--- src/rtl/wb_mem_responder.sv ---
// Pipelined Wishbone slave backed by a register-array memory: in-order acks at a
// fixed latency, aux tag passthrough, stall backpressure and bus-abort support.
module wb_mem_responder #(
    parameter int ADDR_BITS       = 8,
    parameter int DATA_BITS       = 8,
    parameter int SEL_BITS        = DATA_BITS / 8,
    parameter int AUX_WIDTH       = 16,
    parameter int ACK_LATENCY     = 4,
    parameter int MAX_OUTSTANDING = 4,
    parameter int STALL_EVERY     = 0
) (
    input  logic                 i_clk,
    input  logic                 i_rst,
    input  logic                 i_wb_cyc,
    input  logic                 i_wb_stb,
    input  logic                 i_wb_we,
    input  logic [ADDR_BITS-1:0] i_wb_addr,
    input  logic [DATA_BITS-1:0] i_wb_data,
    input  logic [SEL_BITS-1:0]  i_wb_sel,
    input  logic [AUX_WIDTH-1:0] i_aux,
    output logic                 o_wb_stall,
    output logic                 o_wb_ack,
    output logic [DATA_BITS-1:0] o_wb_data,
    output logic [AUX_WIDTH-1:0] o_aux,
    output logic [4:0]           o_outstanding
);

    localparam int DEPTH = 1 << ADDR_BITS;
    localparam int HEAD  = ACK_LATENCY - 1;
    localparam int INJ_W = (STALL_EVERY > 1) ? $clog2(STALL_EVERY) : 1;
    localparam logic [INJ_W-1:0] INJ_LAST = INJ_W'((STALL_EVERY > 0) ? STALL_EVERY - 1 : 0);
    localparam logic [4:0] MAX_CNT = 5'(MAX_OUTSTANDING);

    logic [DATA_BITS-1:0] mem_q [DEPTH];

    logic                 rst_d_q;
    logic [4:0]           count_q, count_d;
    logic [INJ_W-1:0]     inj_cnt_q, inj_cnt_d;
    logic [ACK_LATENCY-1:0] vld_q, vld_d;
    logic [DATA_BITS-1:0] data_q [ACK_LATENCY];
    logic [DATA_BITS-1:0] data_d [ACK_LATENCY];
    logic [AUX_WIDTH-1:0] aux_q  [ACK_LATENCY];
    logic [AUX_WIDTH-1:0] aux_d  [ACK_LATENCY];

    logic                 inject;
    logic                 accept;
    logic                 ack;
    logic                 wr_en;
    logic [DATA_BITS-1:0] rd_word;
    logic [DATA_BITS-1:0] wr_word;

    // Stall depends only on registered state (plus reset), never on the request lines.
    assign o_wb_stall = i_rst || rst_d_q || ((count_q == MAX_CNT) && !vld_q[HEAD]) || inject;
    assign accept     = i_wb_cyc && i_wb_stb && !o_wb_stall;
    assign ack        = vld_q[HEAD] && i_wb_cyc && !i_rst;
    assign wr_en      = accept && i_wb_we;
    assign rd_word    = mem_q[i_wb_addr];

    always_comb begin
        inject    = 1'b0;
        inj_cnt_d = inj_cnt_q;
        if (STALL_EVERY > 0) begin
            inject    = (inj_cnt_q == INJ_LAST);
            inj_cnt_d = inject ? '0 : inj_cnt_q + 1'b1;
        end
    end

    always_comb begin
        wr_word = rd_word;
        for (int k = 0; k < SEL_BITS; k++) begin
            if (i_wb_sel[k]) begin
                wr_word[k*8 +: 8] = i_wb_data[k*8 +: 8];
            end
        end
    end

    // Writes complete at acceptance, so their ack slot carries zero data.
    always_comb begin
        vld_d     = '0;
        data_d    = '{default: '0};
        aux_d     = '{default: '0};
        vld_d[0]  = accept;
        data_d[0] = i_wb_we ? '0 : rd_word;
        aux_d[0]  = i_aux;
        for (int i = 1; i < ACK_LATENCY; i++) begin
            vld_d[i]  = vld_q[i-1];
            data_d[i] = data_q[i-1];
            aux_d[i]  = aux_q[i-1];
        end
        if (!i_wb_cyc) begin
            vld_d = '0;
        end
    end

    always_comb begin
        count_d = count_q;
        if (!i_wb_cyc) begin
            count_d = '0;
        end else if (accept && !ack) begin
            count_d = count_q + 5'd1;
        end else if (!accept && ack) begin
            count_d = count_q - 5'd1;
        end
    end

    always_ff @(posedge i_clk) begin
        rst_d_q <= i_rst;
        if (i_rst) begin
            vld_q     <= '0;
            count_q   <= '0;
            inj_cnt_q <= '0;
        end else begin
            vld_q     <= vld_d;
            count_q   <= count_d;
            inj_cnt_q <= inj_cnt_d;
        end
    end

    always_ff @(posedge i_clk) begin
        for (int i = 0; i < ACK_LATENCY; i++) begin
            data_q[i] <= data_d[i];
            aux_q[i]  <= aux_d[i];
        end
        if (wr_en) begin
            mem_q[i_wb_addr] <= wr_word;
        end
    end

    assign o_wb_ack      = ack;
    assign o_wb_data     = ack ? data_q[HEAD] : '0;
    assign o_aux         = ack ? aux_q[HEAD] : '0;
    assign o_outstanding = count_q;

endmodule

--- config.mk ---
export PLATFORM = sky130hd
export DESIGN_NAME = wb_mem_responder
export DESIGN_NICKNAME = d
export VERILOG_FILES = /design/src/rtl/wb_mem_responder.sv
export SDC_FILE = /design/constraint.sdc
export NUM_CORES = 2
export LEC_CHECK = 0
export BUFFER_PORTS_ARGS = -buffer_cell sky130_fd_sc_hd__buf_2
export CAP_MARGIN = 20
export CORE_AREA = 2 2 365 511
export CTS_CLUSTER_DIAMETER = 40
export DETAILED_ROUTE_END_ITERATION = 10
export DIE_AREA = 0 0 367 513
export PLACE_DENSITY = 0.64
export SLEW_MARGIN = 20
export SYNTH_ARGS = -nofsm -noshare
export SYNTH_HDL_FRONTEND = slang
export SYNTH_SLANG_ARGS = --single-unit
--- constraint.sdc ---
create_clock -name i_clk -period 32.5 [get_ports i_clk]
set_input_delay 3.25 -clock i_clk [delete_from_list [all_inputs] [get_ports i_clk]]
set_output_delay 3.25 -clock i_clk [all_outputs]
set_load 0.01 [all_outputs]
# --- Yosys cells after proc, flatten, opt, wreduce, memory -nomap -nowiden ---
# Memories as Yosys holds them, arrays and structs flattened.
# Index checks and enable logic that the tools add are counted.
totals:
  word_cells: 35
  mem_bits_rw: 2144
  mem_count: 3
  regBits: 10
  in_bits: 38
  output_inout_bits: 31
op_classes:
  mux: 8
  n_bitwise: 1
  add_sub_neg: 2
  eq_ne: 1
  n_reduce_logical: 17
memory_table:
  columns: ["name", "words", "word_bits", "read_ports", "rd_ports_with_merged_regs", "wr", "line_no", "source"]
  rows:
  - ["mem_q", 256, 8, 1, 0, 1, "34", "logic [DATA_BITS-1:0] mem_q [DEPTH];"]
  - ["aux_q", 4, 16, 4, 0, 4, "42", "logic [AUX_WIDTH-1:0] aux_q [ACK_LATENCY];"]
  - ["data_q", 4, 8, 4, 0, 4, "40", "logic [DATA_BITS-1:0] data_q [ACK_LATENCY];"]
ops:
  columns: ["operator", "n"]
  rows:
  - ["2-to-1 mux 8 bit", 3]
  - ["2-to-1 mux 16 bit", 1]
  - ["2-to-1 mux 5 bit", 2]
  - ["logical AND 1 bit", 8]
  - ["adder 5 x 1 -> 5 bit, second input constant", 1]
  - ["equality test 5 x 3 -> 1 bit, second input constant", 1]
  - ["zero test 1 bit", 5]
  - ["subtractor 5 x 1 -> 5 bit, second input constant", 1]
  - ["logical OR 1 bit", 2]
  - ["2-to-1 mux 1 bit", 2]
  - ["nonzero test 2 bit", 1]
  - ["OR reduction 2 bit", 1]
  - ["inverter 1 bit", 1]

# --- Depth between registers and ports, before layout ---
depth:
  depth_word: 9
  ltp_mapped: 13
  mapped_depth_nobuf: 12

# --- Worst setup path before layout ---
# No wires, ideal clock.
synth_path:
  path_kind: "in2reg"
  from: "input i_wb_addr[1]"
  to: "memory mem_q[0][5], data pin"
  cell_stages: 11
  setup_ns: 1.454
  arrival_time_ns: 11.219
  setup_slack_ns: 19.827
  t_required_ns: 31.046
  n_path_buf: 5
  cell_sequence: "buf_2 buf_2 buf_2 buf_2 buf_2 mux2i_1 a221oi_1 o21ai_1 a31oi_1 o22ai_1 o21ai_1"
synth_between:
  elab_chain_len: 2
synth_lines:
  columns: ["element", "line_no", "source"]
  rows:
  - ["start: declaration", "17", "input logic [ADDR_BITS-1:0] i_wb_addr,"]
  - ["memory (256 x 8 bit)", null, null]
  - ["2-to-1 mux 8 bit", "71", "if (i_wb_sel[k]) begin"]
  - ["named net wr_word[5]", "50", "logic [DATA_BITS-1:0] wr_word;"]
  - ["end: declaration", "34", null]
# The timed path passes the listed nets, and every way through them passes these cells.

# --- Worst setup path in the final report ---
layout_path:
  from: "input i_wb_addr[1]"
  to: "memory mem_q[248][0], data pin"
# The elaborated chain is that of the path after synthesis.

==> impl_metrics.yaml <==
logic_synthesis:
  netlist_instances: 4206
  avgSynthCellArea_sq_um: 19.6
  yosysTopAreaCell: "edfxtp_1"
  synth_edf_count: 2048
  seq_area_frac_synth: 0.774
  ys_async_sr_fraction: 0
  syn-num-nets: 4249
  synth_seq_cells: 2154
  synth_area_sq_um: 82200
  synth-main-ff-cell: "edfxtp_1"
  yosys-top-cells-area: "edfxtp_1, mux4_2, mux2i_1, dfxtp_1, a22oi_1"
  yosysTopAreaCellShare: 0.748
  yosysWarnings: 0
  synth_cell_types: 58
global_route:
  grt-busiest-layer: "met2"
  grt_pass1_vias: 41400
  grt-ovfl-total: 0
  grt_max_degree: 158
  grt_pass1_wl_um: 292000
  met2_usage: 0.367
  track_usage: 0.212
  grtUsageMet1: 0.267
  gr-usage-met3: 0.0311
  antenna_found_initial: 4
worst_setup_path:
  crit_path_start_kind: "primary input"
  r2r_start: "mem_q[159][5]$_DFFE_PP_"
  reg2reg_depth: 9
  rrSetupSlack_ns: 27.80
  path_class: "primary input to flip-flop"
  worstPathArrival_ns: 10.22
  cp_max_fo: 102
  crit_required_ns: 32.96
  crit_path_end_kind: "flip-flop"
  r2r-end: "mem_q[185][5]$_DFFE_PP_"
cts:
  cts_setup_buffers: 0
  clock-sinks: 2154
  ctsResizeCount: 0
  clock_latency_ns: 0.84
  cts_tree: "done"
  cts-root-buf: "clkbuf_16"
  cts_buffers: 198
  ctsHoldBuffers: 0
  clk_pin_slew_ns: 0.06
  h-tree-depth: 4
  cts_buffer_depth: 3
power:
  leakage_nw: 29.6
  total_power_mw: 5.73
  switching_share: 0.219
  p_switching_mw: 1.26
  p_int_mw: 4.48
  power.share.clock: 0.405
  pwr-share-comb: 0.054
  power-per-cell-area_nw_per_um2: 62.4
  pwr-share-seq: 0.542
  peakVddDrop_uv: 62.5
floorplan:
  start_util: 0.448
  die_h_um: 513
  dieArea_sq_um: 188000
  fp.coreArea_sq_um: 183000
  rows: 186
  io_pins: 69
  die-width_um: 367
routing:
  finalWirelength_um: 202000
  detail_route.first_pass.iterations: 6
  vias_per_cell: 5.91
  wire_per_inst_um: 29.2
  drtIter0Drc: 4064
  drc: 0
  ant_nets: 0
  vias: 40900
min_path:
  worstHoldStart: "aux_q[1][1]$_DFF_P_"
  hold_path_end: "aux_q[2][1]$_DFF_P_"
  min_path_type: "flip-flop to flip-flop"
  hold_depth: 0
timing:
  hold_viol: 0
  slew_headroom: 0.202
  setup_tns_ns: 0
  drv_slew: 0
  fmax_ghz: 0.102
  min_period_ns: 9.77
  rsz0062_at_grt: "false"
  worst_slew_pin_slew_ns: 1.19
  setup_violations: 0
  fin_skew_ns: 0.0485
  finalCritPeriodShare: 0.301
final_layout:
  nets: 4348
  drive_gt1_frac: 0.181
  stdcell_count: 6913
  area_growth_pct: 11.8
  fillCellCount: 14700
placed_design:
  dp_cells: 6545
  gp_congestion: 0.840
  dp_hpwl_um: 123000
  port_buffers: 68
status:
  status: "completed"
run:
  maxCapViolations: 0
## synth_stat cells (all sizes together) (6+ instances only)
cell type / n
nand3: 108
nand4: 22
a41oi: 21
nor2: 286
edfxtp: 2048
a22o: 9
and3: 53
o22ai: 34
or2: 7
mux4: 313
nor4: 9
nor3: 11
dfxtp: 106
inv: 7
buf: 141
a22oi: 154
a31oi: 24
a221oi: 52
and2: 11
nor2b: 12
a21oi: 17
o211ai: 8
nand2: 83
clkbuf: 119
nand2b: 10
o21a: 6
mux2i: 429
o21ai: 48
## power groups by stage
| stage | logic [mW] | registers (mW) | clock network [mW] |
|---|---|---|---|
| 3_5_place_dp | 0.305 | 3.17 | 0 |
| 4_1_cts | 0.305 | 3.11 | 2.35 |
| 3_3_place_gp | 0.297 | 3.17 | 0 |
| 5_1_grt | 0.324 | 3.11 | 2.44 |
| 6_report | 0.307 | 3.11 | 2.32 |
| 2_1_floorplan | 0.175 | 3.20 | 0 |
## per-layer routing
| metal | vias to the layer above | wire length (um) |
|---|---|---|
| li1 | 17400 | - |
| met1 | 21600 | 77000 |
| met2 | 1556 | 105000 |
| met3 | 365 | 11900 |
| met4 | 4 | 8330 |
| met5 | - | 25 |
## state kept, by name, summed over array words and instances, names as in the netlist
| name | flops |
|---|---|
| o_outstanding | 5 |
| data_q | 32 |
| vld_q | 4 |
| aux_q | 64 |
| rst_d_q | 1 |
| mem_q | 2048 |
## cell usage in the layout, fill, tap and decap left out, types with 34 or more instances in the layout
| master | Yosys | routed |
|---|---|---|
| a221oi_1 | 52 | 52 |
| mux2i_1 | 429 | 429 |
| nand2_1 | 83 | 81 |
| nand3_1 | 108 | 104 |
| clkinv_1 | 0 | 35 |
| nor2_1 | 285 | 283 |
| and3_1 | 53 | 53 |
| mux4_2 | 313 | 313 |
| clkbuf_16 | 0 | 205 |
| clkinv_2 | 0 | 39 |
| o22ai_1 | 34 | 34 |
| a22oi_1 | 154 | 154 |
| dfxtp_1 | 106 | 106 |
| edfxtp_1 | 2048 | 2048 |
| buf_4 | 23 | 82 |
| buf_2 | 91 | 65 |
## area by class of cell
class	count	area, sq um	area share
inverter	7	26.3	0.000286
sequential	2154	63600	0.692
tap	2444	3060	0.0333
timing repair buffer	159	1180	0.0129
clock buffer	239	5290	0.0575
antenna	1	2.50	0.0000272
multi-input combinational	1785	17500	0.191
clock inverter	124	1190	0.0130
## how the worst max path moves through the flow
stage	from	endpoint	slack, ns	cells after the start
after floorplan	i_wb_addr[1]	mem_q[0][5]$_DFFE_PP_	19.83	11
final	i_wb_addr[1]	mem_q[248][0]$_DFFE_PP_	22.73	14
after detailed placement	i_wb_addr[1]	mem_q[25][3]$_DFFE_PP_	21.03	14
after global placement	i_wb_addr[1]	mem_q[25][3]$_DFFE_PP_	21.16	14
after CTS	i_wb_addr[1]	mem_q[20][3]$_DFFE_PP_	21.92	14
after global routing	i_wb_addr[1]	mem_q[248][0]$_DFFE_PP_	22.35	14
## metrics by stage
| stage | hold WS [ns] | area, sq um | util | setup slack [ns] |
|---|---|---|---|---|
| after CTS | 0.310 | 91800 | 0.501 | 21.92 |
| after global routing | 0.329 | 91900 | 0.501 | 22.35 |
| after floorplan | 0.310 | 82200 | - | 19.83 |
| final | 0.322 | 91900 | 0.501 | 22.73 |
| after global placement | 0.310 | 85300 | 0.465 | 21.16 |
| after detailed placement | 0.312 | 85300 | 0.465 | 21.03 |
## critical path, cell delays in order
cell and delay [ns]:
buf_8 0.32, buf_4 0.60, buf_12 0.66, buf_4 0.75, buf_4 0.72, mux4_2 0.35
nand2_1 0.06, a21oi_1 0.36, a221oi_1 0.11, a31oi_1 0.50, o22ai_1 0.27, o21ai_4 0.18
buf_4 0.70, buf_4 0.91
## cells by family (layout without fill, tap and decap cells)
logic type      count (synthesis)  in the layout  synth area share
mux                           747            747             0.139
flops                        2154           2154             0.774
buf+inv                       267            529            0.0154
other cells                     0              1                 0
xor+xnor                        4              4          0.000426
simple gates                  628            628            0.0356
fa+ha+maj                       5              5          0.000852
compound gates                401            401            0.0355
Note: power is estimated with default switching activity, not from simulation.
